===== src/rtl/kbd_evq.sv =====
`default_nettype none
// ============================================================================
// Module   : kbd_evq
// Purpose  : PS/2 keyboard event queue. Decodes E0/F0 prefixed scancode
//            bytes into key events, tracks modifier state, queues events in
//            a DEPTH-entry FIFO and exposes DATA/STATUS/CTRL registers plus
//            a level interrupt on the peripheral bus.
// Options  : define KBD_TYPEMATIC_FILTER_EN to suppress auto-repeat makes
//            of the most recently pressed key.
// Revision : 1.0 - initial release
// ============================================================================
module kbd_evq #(
    parameter int DEPTH = 16,
    parameter int PTR_W = $clog2(DEPTH)
) (
    input  logic        clk,
    input  logic        rst,
    input  logic        ena,
    input  logic        rw,
    input  logic [31:0] addr,
    input  logic [31:0] wdata,
    output logic [31:0] rdata,
    input  logic        ready,
    input  logic [7:0]  scancode,
    output logic        irq
);

    // ------------------------------------------------------------------
    // Constants
    // ------------------------------------------------------------------
    localparam logic [1:0] c_ST_IDLE    = 2'd0;
    localparam logic [1:0] c_ST_EXT     = 2'd1;
    localparam logic [1:0] c_ST_BRK     = 2'd2;
    localparam logic [1:0] c_ST_EXT_BRK = 2'd3;

    localparam logic [1:0] c_REG_DATA   = 2'd0;
    localparam logic [1:0] c_REG_STATUS = 2'd1;
    localparam logic [1:0] c_REG_CTRL   = 2'd2;

    localparam logic [7:0] c_PFX_EXT    = 8'hE0;
    localparam logic [7:0] c_PFX_BRK    = 8'hF0;
    localparam logic [7:0] c_KEY_LSHIFT = 8'h12;
    localparam logic [7:0] c_KEY_RSHIFT = 8'h59;
    localparam logic [7:0] c_KEY_CTRL   = 8'h14;
    localparam logic [7:0] c_KEY_ALT    = 8'h11;
    localparam logic [7:0] c_KEY_CAPS   = 8'h58;

    localparam logic [PTR_W:0]   c_FULL_CNT = (PTR_W + 1)'(DEPTH);
    localparam logic [PTR_W:0]   c_CNT_ONE  = (PTR_W + 1)'(1);
    localparam logic [PTR_W-1:0] c_PTR_ONE  = PTR_W'(1);

    // ------------------------------------------------------------------
    // Declarations
    // ------------------------------------------------------------------
    logic [1:0]       r_state;
    logic [1:0]       w_state_nxt;
    logic             w_emit;
    logic             w_emit_ext;
    logic             w_emit_rel;
    logic             w_is_pfx;
    logic             w_repeat;
    logic             w_accept;

    logic             r_lshift, r_rshift, r_lctrl, r_rctrl, r_lalt, r_ralt, r_caps;
    logic             w_lshift_nxt, w_rshift_nxt, w_lctrl_nxt, w_rctrl_nxt;
    logic             w_lalt_nxt, w_ralt_nxt, w_caps_nxt;
    logic             w_shift_nxt, w_ctrl_nxt, w_alt_nxt;
    logic [13:0]      w_evt;

    logic             r_push;
    logic [13:0]      r_push_word;

    logic [13:0]      r_mem [DEPTH];
    logic [PTR_W-1:0] r_wr_ptr;
    logic [PTR_W-1:0] r_rd_ptr;
    logic [PTR_W:0]   r_count;
    logic             r_ovf;
    logic             r_release_en;
    logic             r_irq_en;

    logic [1:0]       w_sel;
    logic             w_rd;
    logic             w_wr_ctrl;
    logic             w_empty;
    logic             w_full;
    logic             w_pop;
    logic             w_flush;
    logic             w_clr_ovf;
    logic             w_push_ok;
    logic             w_ovf_set;
    logic [31:0]      w_status;
    logic             w_unused;

    assign w_is_pfx = (scancode == c_PFX_EXT) || (scancode == c_PFX_BRK);

    // ------------------------------------------------------------------
    // Prefix decoder FSM
    // ------------------------------------------------------------------
    // State register: advances only when a byte arrives
    always_ff @(posedge clk or negedge rst) begin
        if (!rst) begin
            r_state <= c_ST_IDLE;
        end else if (ready) begin
            r_state <= w_state_nxt;
        end
    end

    // Next-state logic from the current prefix context and incoming byte
    always_comb begin
        w_state_nxt = r_state;
        case (r_state)
            c_ST_IDLE: begin
                if (scancode == c_PFX_EXT)      w_state_nxt = c_ST_EXT;
                else if (scancode == c_PFX_BRK) w_state_nxt = c_ST_BRK;
                else                            w_state_nxt = c_ST_IDLE;
            end
            c_ST_EXT: begin
                if (scancode == c_PFX_BRK)      w_state_nxt = c_ST_EXT_BRK;
                else if (scancode == c_PFX_EXT) w_state_nxt = c_ST_EXT;
                else                            w_state_nxt = c_ST_IDLE;
            end
            c_ST_BRK: begin
                // F0 E0 is an out-of-order prefix pair that keyboards emit
                if (scancode == c_PFX_EXT)      w_state_nxt = c_ST_EXT_BRK;
                else                            w_state_nxt = c_ST_IDLE;
            end
            c_ST_EXT_BRK: begin
                if (w_is_pfx)                   w_state_nxt = c_ST_EXT_BRK;
                else                            w_state_nxt = c_ST_IDLE;
            end
            default:                            w_state_nxt = c_ST_IDLE;
        endcase
    end

    // Output logic: which byte completes an event and with which flags
    always_comb begin
        w_emit     = 1'b0;
        w_emit_ext = 1'b0;
        w_emit_rel = 1'b0;
        if (ready) begin
            case (r_state)
                c_ST_IDLE: begin
                    w_emit = !w_is_pfx;
                end
                c_ST_EXT: begin
                    w_emit     = !w_is_pfx;
                    w_emit_ext = 1'b1;
                end
                c_ST_BRK: begin
                    w_emit     = (scancode != c_PFX_EXT);
                    w_emit_rel = 1'b1;
                end
                c_ST_EXT_BRK: begin
                    w_emit     = !w_is_pfx;
                    w_emit_ext = 1'b1;
                    w_emit_rel = 1'b1;
                end
                default: begin
                    w_emit = 1'b0;
                end
            endcase
        end
    end

    // ------------------------------------------------------------------
    // Auto-repeat filter
    // ------------------------------------------------------------------
`ifdef KBD_TYPEMATIC_FILTER_EN
    logic [8:0] r_held;
    logic       r_held_vld;
    logic       w_held_hit;

    assign w_held_hit = r_held_vld && (r_held == {w_emit_ext, scancode});
    assign w_repeat   = w_emit && !w_emit_rel && w_held_hit;

    // Held key follows the latest make; its own break releases it
    always_ff @(posedge clk or negedge rst) begin
        if (!rst) begin
            r_held     <= 9'd0;
            r_held_vld <= 1'b0;
        end else if (w_emit && !w_repeat) begin
            if (!w_emit_rel) begin
                r_held     <= {w_emit_ext, scancode};
                r_held_vld <= 1'b1;
            end else if (w_held_hit) begin
                r_held_vld <= 1'b0;
            end
        end
    end
`else
    assign w_repeat = 1'b0;
`endif

    assign w_accept = w_emit && !w_repeat;

    // ------------------------------------------------------------------
    // Modifier tracking
    // ------------------------------------------------------------------
    // Post-event modifier state; the event word carries these values
    always_comb begin
        w_lshift_nxt = r_lshift;
        w_rshift_nxt = r_rshift;
        w_lctrl_nxt  = r_lctrl;
        w_rctrl_nxt  = r_rctrl;
        w_lalt_nxt   = r_lalt;
        w_ralt_nxt   = r_ralt;
        w_caps_nxt   = r_caps;
        if (w_accept) begin
            if (!w_emit_ext && scancode == c_KEY_LSHIFT) w_lshift_nxt = !w_emit_rel;
            if (!w_emit_ext && scancode == c_KEY_RSHIFT) w_rshift_nxt = !w_emit_rel;
            if (!w_emit_ext && scancode == c_KEY_CTRL)   w_lctrl_nxt  = !w_emit_rel;
            if ( w_emit_ext && scancode == c_KEY_CTRL)   w_rctrl_nxt  = !w_emit_rel;
            if (!w_emit_ext && scancode == c_KEY_ALT)    w_lalt_nxt   = !w_emit_rel;
            if ( w_emit_ext && scancode == c_KEY_ALT)    w_ralt_nxt   = !w_emit_rel;
            if (!w_emit_ext && !w_emit_rel && scancode == c_KEY_CAPS) w_caps_nxt = !r_caps;
        end
    end

    assign w_shift_nxt = w_lshift_nxt | w_rshift_nxt;
    assign w_ctrl_nxt  = w_lctrl_nxt  | w_rctrl_nxt;
    assign w_alt_nxt   = w_lalt_nxt   | w_ralt_nxt;
    assign w_evt       = {w_caps_nxt, w_alt_nxt, w_ctrl_nxt, w_shift_nxt,
                          w_emit_rel, w_emit_ext, scancode};

    // Modifier registers
    always_ff @(posedge clk or negedge rst) begin
        if (!rst) begin
            r_lshift <= 1'b0;
            r_rshift <= 1'b0;
            r_lctrl  <= 1'b0;
            r_rctrl  <= 1'b0;
            r_lalt   <= 1'b0;
            r_ralt   <= 1'b0;
            r_caps   <= 1'b0;
        end else begin
            r_lshift <= w_lshift_nxt;
            r_rshift <= w_rshift_nxt;
            r_lctrl  <= w_lctrl_nxt;
            r_rctrl  <= w_rctrl_nxt;
            r_lalt   <= w_lalt_nxt;
            r_ralt   <= w_ralt_nxt;
            r_caps   <= w_caps_nxt;
        end
    end

    // Push staging: events enter the FIFO one cycle after their byte
    always_ff @(posedge clk or negedge rst) begin
        if (!rst) begin
            r_push      <= 1'b0;
            r_push_word <= 14'd0;
        end else begin
            r_push      <= w_accept && (!w_emit_rel || r_release_en);
            r_push_word <= w_evt;
        end
    end

    // ------------------------------------------------------------------
    // Bus decode and FIFO control
    // ------------------------------------------------------------------
    assign w_sel     = addr[3:2];
    assign w_rd      = ena && !rw;
    assign w_wr_ctrl = ena && rw && (w_sel == c_REG_CTRL);
    assign w_empty   = (r_count == '0);
    assign w_full    = (r_count == c_FULL_CNT);
    assign w_pop     = w_rd && (w_sel == c_REG_DATA) && !w_empty;
    assign w_flush   = w_wr_ctrl && wdata[0];
    assign w_clr_ovf = w_wr_ctrl && wdata[1];
    // A same-cycle pop frees the slot that a push into a full FIFO needs
    assign w_push_ok = r_push && !w_flush && (!w_full || w_pop);
    assign w_ovf_set = r_push && !w_flush && w_full && !w_pop;

    // FIFO storage (no reset needed; only occupied slots are ever read)
    always_ff @(posedge clk) begin
        if (w_push_ok) begin
            r_mem[r_wr_ptr] <= r_push_word;
        end
    end

    // Pointers and occupancy count; flush wins over any pending push
    always_ff @(posedge clk or negedge rst) begin
        if (!rst) begin
            r_wr_ptr <= '0;
            r_rd_ptr <= '0;
            r_count  <= '0;
        end else if (w_flush) begin
            r_wr_ptr <= '0;
            r_rd_ptr <= '0;
            r_count  <= '0;
        end else begin
            if (w_push_ok) r_wr_ptr <= r_wr_ptr + c_PTR_ONE;
            if (w_pop)     r_rd_ptr <= r_rd_ptr + c_PTR_ONE;
            case ({w_push_ok, w_pop})
                2'b10:   r_count <= r_count + c_CNT_ONE;
                2'b01:   r_count <= r_count - c_CNT_ONE;
                default: r_count <= r_count;
            endcase
        end
    end

    // Sticky overflow and CTRL enables; a new overflow beats a same-cycle clear
    always_ff @(posedge clk or negedge rst) begin
        if (!rst) begin
            r_ovf        <= 1'b0;
            r_release_en <= 1'b0;
            r_irq_en     <= 1'b0;
        end else begin
            if (w_clr_ovf) r_ovf <= 1'b0;
            if (w_ovf_set) r_ovf <= 1'b1;
            if (w_wr_ctrl) begin
                r_release_en <= wdata[2];
                r_irq_en     <= wdata[3];
            end
        end
    end

    // ------------------------------------------------------------------
    // Register read-back and interrupt
    // ------------------------------------------------------------------
    // STATUS word assembly
    always_comb begin
        w_status          = 32'd0;
        w_status[PTR_W:0] = r_count;
        w_status[16]      = w_empty;
        w_status[17]      = w_full;
        w_status[18]      = r_ovf;
        w_status[19]      = r_lshift | r_rshift;
        w_status[20]      = r_lctrl  | r_rctrl;
        w_status[21]      = r_lalt   | r_ralt;
        w_status[22]      = r_caps;
    end

    // Read data is registered and returns to zero when no read occurred
    always_ff @(posedge clk or negedge rst) begin
        if (!rst) begin
            rdata <= 32'd0;
        end else if (w_rd) begin
            case (w_sel)
                c_REG_DATA:   rdata <= w_empty ? 32'd0 : {18'd0, r_mem[r_rd_ptr]};
                c_REG_STATUS: rdata <= w_status;
                c_REG_CTRL:   rdata <= {28'd0, r_irq_en, r_release_en, 2'b00};
                default:      rdata <= 32'd0;
            endcase
        end else begin
            rdata <= 32'd0;
        end
    end

    // Level interrupt while events are pending and enabled
    always_ff @(posedge clk or negedge rst) begin
        if (!rst) begin
            irq <= 1'b0;
        end else begin
            irq <= r_irq_en && !w_empty;
        end
    end

    assign w_unused = ^{addr[31:4], addr[1:0], wdata[31:4]};

endmodule
`default_nettype wire


===== config.mk =====
export PLATFORM = sky130hd
export DESIGN_NAME = kbd_evq
export DESIGN_NICKNAME = d
export VERILOG_FILES = /design/src/rtl/kbd_evq.sv
export SDC_FILE = /design/constraint.sdc
export NUM_CORES = 1
export LEC_CHECK = 0
export CELL_PAD_IN_SITES_DETAIL_PLACEMENT = 1
export CELL_PAD_IN_SITES_GLOBAL_PLACEMENT = 1
export CORE_UTILIZATION = 54
export DETAILED_ROUTE_END_ITERATION = 16
export DONT_BUFFER_PORTS = 1
export GPL_TIMING_DRIVEN = 0
export PLACE_DENSITY_LB_ADDON = 0.1
export SYNTH_ARGS = -nofsm -noshare
export SYNTH_HDL_FRONTEND = slang
export SYNTH_SLANG_ARGS = --single-unit

===== constraint.sdc =====
create_clock -name clk -period 3.2 [get_ports clk]
set_input_delay 0.64 -clock clk [delete_from_list [all_inputs] [get_ports clk]]
set_output_delay 0.64 -clock clk [all_outputs]
set_load 0.01 [all_outputs]

**Word level (Yosys, flattened, before mapping)**

Memories as Yosys holds them, arrays and structs flattened.
Cells that the tools add are included.

- Add/sub/neg operators: 4
- $mul: 0
- Divide/modulo/power cells: 0
- $lt $le $gt $ge: 0
- Equality and inequality tests: 16
- Shifts and indexed selects: 0
- Multiplexer cells: 40
- Bitwise operators: 6
- Reduce and logical (&&, ||, !) cells: 43

Operators by type and width:

| kind | number |
|---|---|
| $pmux W23 S3 | 1 |
| $mux W32 | 1 |
| $eq A8 B5 Y1 const B | 3 |
| $mux W1 | 24 |
| $logic_and A1 B1 Y1 | 21 |
| $eq A8 B7 Y1 const B | 2 |
| $eq A8 B8 Y1 const B | 2 |
| $mux W4 | 4 |
| $mux W14 | 1 |
| $mux W2 | 5 |
| $pmux W5 S2 | 1 |
| $logic_not A1 Y1 | 9 |
| $add A4 B1 Y4 const B | 2 |
| $eq A2 B2 Y1 const B | 4 |
| $ne A8 B8 Y1 const B | 1 |
| $pmux W2 S4 | 1 |
| $eq A2 B1 Y1 const B | 3 |
| $or A1 B1 Y1 | 6 |
| $reduce_bool A2 Y1 | 3 |
| $add A5 B1 Y5 const B | 1 |
| $eq A5 B5 Y1 const B | 1 |
| $logic_not A5 Y1 | 1 |
| $mux W5 | 1 |
| $sub A5 B1 Y5 const B | 1 |
| other kinds (6) | 10 |

- Bits in registers: 73
- Bits in latches: 0
- RAM bits: 224
- Bits in read-only memories: 0
- Input bits: 77
- Output and inout port bits: 33
- Word-level logic and storage cells: 128
- Memories kept: 1

Memory list:

| memory | depth | width | read ports | clocked after Yosys merged registers in | write ports | line | RTL |
|---|---|---|---|---|---|---|---|
| r_mem | 16 | 14 | 1 | 0 | 1 | 73 | `logic [13:0] r_mem [DEPTH];` |

**Logic depth before layout (Yosys ltp)**

- Depth after elaboration: 9
- Depth in mapped cells: 10
- Depth with buffers taken out: 9

**Least setup slack after synthesis**

Ideal clock, no wire load.

- Kind: input-to-reg
- From: input port addr[3]
- To: memory r_mem[3][0] (enable)
- Library setup time: 366 ps
- Arrival: 2217 ps
- Data required time: 2834 ps
- Slack: 617 ps
- Cell stages on the path: 6
- Buffers on the path: 1
- Path through: or4b_4 -> nand3_2 -> and2_1 -> buf_4 -> nor3b_2 -> and2_1

- Word-level cells in the longest chain between the ends: 8

RTL lines:

| what | line | RTL |
|---|---|---|
| start, declared | 20 | `input logic [31:0] addr,` |
| $eq A2 B2 Y1 | 262 | `assign w_wr_ctrl = ena && rw && (w_sel == c_REG_CTRL);` |
| $logic_and A1 B1 Y1 | 262 |  |
| $logic_and A1 B1 Y1 | 266 | `assign w_flush = w_wr_ctrl && wdata[0];` |
| $logic_not A1 Y1 | 269 | `assign w_push_ok = r_push && !w_flush && (!w_full \|\| w_pop);` |
| $logic_and A1 B1 Y1 | 269 |  |
| $logic_and A1 B1 Y1 * | 269 |  |
| $mux W1 * | 274 | `if (w_push_ok) begin` |
| $mux W1 (not written as such) * | 275 | `r_mem[r_wr_ptr] <= r_push_word;` |
| end, declared | 73 |  |

Mark *: on every way between the ends. The rest lies on a longest branch, timed or not.

**Final worst setup path**

- From: register r_count[2]
- To: register r_count[4]

- Word-level cells in the longest chain between the ends: 8

RTL lines:

| what | line | RTL |
|---|---|---|
| start, declared | 76 | `logic [PTR_W:0] r_count;` |
| start signal, assigned | 293 | `2'b10: r_count <= r_count + c_CNT_ONE;` |
| start signal, assigned | 294 | `2'b01: r_count <= r_count - c_CNT_ONE;` |
| start signal, assigned | 295 | `default: r_count <= r_count;` |
| $logic_not A5 Y1 | 263 | `assign w_empty = (r_count == '0);` |
| $logic_not A1 Y1 | 265 | `assign w_pop = w_rd && (w_sel == c_REG_DATA) && !w_empty;` |
| $logic_and A1 B1 Y1 | 265 |  |
| $logic_or A1 B1 Y1 | 269 |  |
| $logic_and A1 B1 Y1 | 269 |  |
| $eq A2 B1 Y1 or $eq A2 B2 Y1 (tied branches) | 292 | `case ({w_push_ok, w_pop})` |
| $pmux W5 S2 | 292 |  |
| $mux W5 | 285 | `end else if (w_flush) begin` |

Parallel ways exist; a longest one is shown, timed or not.
A chain may end at the register's enable or synchronous reset.

==> key figures <==
Clocking
  – Clock root buffer: clkbuf_16
  – CTS tree: built
  – Clk buf depth: 3
  – Clk pin slew, worst setup/hold paths: 0.06 ns
  – CTS H-Tree Depth: 1
  – Clock sink count: 285
  – Clk Latency, worst-skew pair: 0.57 ns
  – Post-CTS Setup Inserts: 0
  – CTS Buf Count: 29

Setup path
  – CP Cell Sequence: clkbuf_1, or4_4, o21ai_1, nor2_2, xor2_1, ha_1, or3_1, a21oi_1, a22oi_2, mux2i_1
  – Worst setup EP type: register
  – Slowest stage delay, CP: 0.56 ns
  – Critical Path RT: 3.62 ns
  – CP Buf/Inv Count: 1
  – Worst-path fanout max: 8
  – Worst reg2reg path depth: 10
  – Critical Path Start Type: register
  – Cell family with most CP delay: simple AND/OR/NAND/NOR gates
  – RR Startpoint: r_count[2]
  – Crit path DAT: 3.46 ns
  – R2R Path End: r_count[4]
  – R2R Setup Slk: 0.16 ns
  – Crit Path Category: reg -> reg
  – Slowest cell on the critical path: o21ai_1

Floorplan
  – Row count: 52
  – Die width: 147 um
  – Die area: 21500 um2
  – Initial core utilization: 55.5%
  – Chip height: 147 um
  – Top Ports: 110
  – Core Region: 20400 um2

Final layout
  – Register area: 8250 um2
  – Ratio of cells with drive above 1 in the final layout: 22.2%
  – Area Overhead vs Synth: 12.0%
  – Count of nets after finishing: 711
  – Antenna cells: 0
  – Post-Layout Cell Count: 920
  – Area occupied by multi-input gates: 2820 um2
  – # fillers: 1726

Power
  – Peak VDD IR: 552 uV
  – Leak Pwr: 4.44 nW
  – Total Power: 10.0 mW
  – P per Cell Area: 793 nW/um2

Placed design
  – Placed cells: 864
  – DP HPWL: 15700 um
  – Placer congestion estimate: 0.765
  – PortBufs: 0

Run
  – # Max-Cap Violations: 0

GRT
  – Vias in the first global route: 6123
  – GRT Resource Usage Total: 24.5%
  – Initial antenna violation count: 0
  – First-pass GRT wire length: 37700 um
  – Largest net degree at the start of global routing: 62
  – Grt ovf: 0

Synthesis
  – Register bit count reported by yosys: 285
  – Cell area after synthesis: 11300 um2
  – Netlist cell types: 62
  – Synth Flop Type: edfxtp_1
  – Syn Inst Count: 584
  – Fraction of registers with async set/reset: 21.4%
  – Synthesis warning total: 0
  – Post-Syn Area per Cell: 19.3 um2
  – Post-synth EDFFs: 224
  – Register area share after synthesis: 73.0%

Min path
  – Critical hold path startpoint: scancode[7]
  – Min-Delay Path Class: in -> reg
  – Hold Path End: r_push_word[7]
  – Hold Path Stages: 0

Drt
  – Via total after detailed routing: 5608
  – ANT nets after route: 0
  – DRC: 0
  – Total wire length: 25200 um
  – DR iter-0 viols: 422
  – Vias/cell: 6.10
  – Mean routed wirelength per cell: 27.4 um
  – DRT Pass-1 Iters: 5

Timing
  – Fin crit share: 95.1%
  – RSZ-0062 raised after global routing: false
  – Worst Max-Slew Pin Slew: 1.09 ns
  – Final setup vio count: 0
  – Hold Vio Cnt, Final: 0
  – Final hold slack: 0.104 ns
  – Fmax: 329 MHz
  – Minimum clock period: 3.04 ns
  – Rel. slew slack: 27.6%
  – Slew Viols, Final: 0
  – Skew final: 0.0221 ns

Status
  – Status: finished, final reports clean
flip-flops by register name, indices dropped and copies added, names as in the netlist:
name and flops:
r_push 1, r_lctrl 1, r_release_en 1, r_ovf 1, rdata 21, r_lshift 1
r_push_word 13, r_state 2, r_wr_ptr 4, r_lalt 1, irq 1, r_rshift 1
r_caps 1, r_mem 224, r_count 5, r_irq_en 1, r_rctrl 1, r_rd_ptr 4
r_ralt 1
layout by cell type (no fill, tap or decap), types with 2 or more instances in the layout:
cell and instances:
ha_1 7, mux2_2 5, nand3_1 7, dfrtp_1 61
buf_4 13, and2_1 27, nand2_1 19, buf_6 6
xor2_1 8, nor3_1 2, mux4_2 65, or2_2 2
and4_1 4, nor2b_1 5, clkbuf_8 7, nor4b_1 2
clkbuf_1 23, buf_1 5, clkinv_1 2, and3_1 3
o21a_1 4, a21o_1 3, inv_1 8, edfxtp_1 224
o31ai_1 2, a22o_1 4, nor4_1 2, xnor2_1 4
clkbuf_16 29, conb_1 11, nor2_1 19, mux2i_1 3
a21oi_1 7, nand2b_1 2, o21ai_0 9, nand4b_1 3
a22oi_1 9
cell usage after synthesis (2+ instances only):
master	number	area (um2)
xnor2_1	4	35.0
dfrtp_1	61	1530
and2_1	27	169
mux4_2	65	1460
a21o_1	3	22.5
nor2_1	19	71.3
nand2b_1	2	12.5
mux2i_1	3	30.0
xor2_1	8	70.1
and4_1	4	35.0
nor4b_1	2	17.5
buf_6	6	67.6
o21a_1	4	30.0
nor2b_1	5	31.3
and3_1	3	18.8
nand3_1	7	35.0
nor3_1	2	10.0
a21oi_1	7	35.0
nand2_1	19	71.3
clkbuf_1	11	41.3
a22o_1	4	35.0
a22oi_1	9	67.6
buf_1	5	18.8
buf_4	13	97.6
ha_1	7	87.6
nand4b_1	3	26.3
o31ai_1	2	15.0
nor4_1	2	12.5
edfxtp_1	224	6730
mux2_2	5	56.3
o21ai_0	9	45.0
or2_2	2	12.5
inv_1	8	30.0
cell type report:
class / count / area share, %
Timing Repair Buffer: 2 / 0.297
Clock buffer: 48 / 6.85
Multi-Input combinational cell: 265 / 22.3
Inverter: 8 / 0.237
Tap cell: 270 / 2.67
Clock inverter: 6 / 0.583
Buffer: 36 / 1.82
Sequential cell: 285 / 65.2
how the worst max path moves through the flow:
stage / start / endpoint / cells past startpoint
6_report: r_count[2] / r_count[4] / 10
5_1_grt: r_count[2] / r_count[4] / 10
2_1_floorplan: addr[3] / r_mem[3][0] / 6
4_1_cts: r_count[2] / r_count[4] / 10
3_5_place_dp: addr[3] / r_mem[3][8] / 7
3_3_place_gp: addr[3] / r_mem[1][9] / 6
stage by stage:
| step | worst slack, ns | instance area (um2) | TNS, ns | util [%] |
|---|---|---|---|---|
| 3_3_place_gp | 0.0907 | 11700 | 0 | 57.3 |
| 6_report | 0.157 | 12700 | 0 | 62.1 |
| 5_1_grt | 0.0737 | 12700 | 0 | 62.1 |
| 2_1_floorplan | 0.617 | 11300 | 0 | - |
| 3_5_place_dp | -0.0345 | 11700 | -0.838 | 57.3 |
| 4_1_cts | 0.174 | 12700 | 0 | 62.1 |
where the power goes:
part / internal (mW) / switching (mW) / total (mW) / leakage, nW
Clock: 1.93 / 1.38 / 3.31 / 0.459
Sequential: 4.36 / 0.232 / 4.59 / 2.84
Combinational: 1.01 / 1.12 / 2.14 / 1.14
Total: 7.30 / 2.73 / 10.0 / 4.44
per-layer routing:
layer  track usage [%]  up-vias  routed length (um)
met4              6.98        0                 547
met3              3.94       45                1290
met2              40.9      190               12700
met1              33.7     2994               10700
met5                 0        -                   0
li1                  -     2379                   -
logic make-up (layout without fill, tap and decap cells):
group           count (synthesis)  count (layout)  share of synthesized area, %
flops                         285             285                          73.0
simple gates                  112             112                          5.92
mux                            73              73                          13.7
compound gates                 50              50                          3.27
buf+inv                        44             100                          2.30
xor+xnor                       12              12                         0.930
fa+ha+maj                       7               7                         0.775
other cells                     1              11                        0.0332
repair_timing:
action / CTS / global route
resized for setup: 0 / 0
hold endpoints to repair: 61 / 0
hold buffers: 2 / 0
No activity file was read; power rests on OpenSTA's default activity.
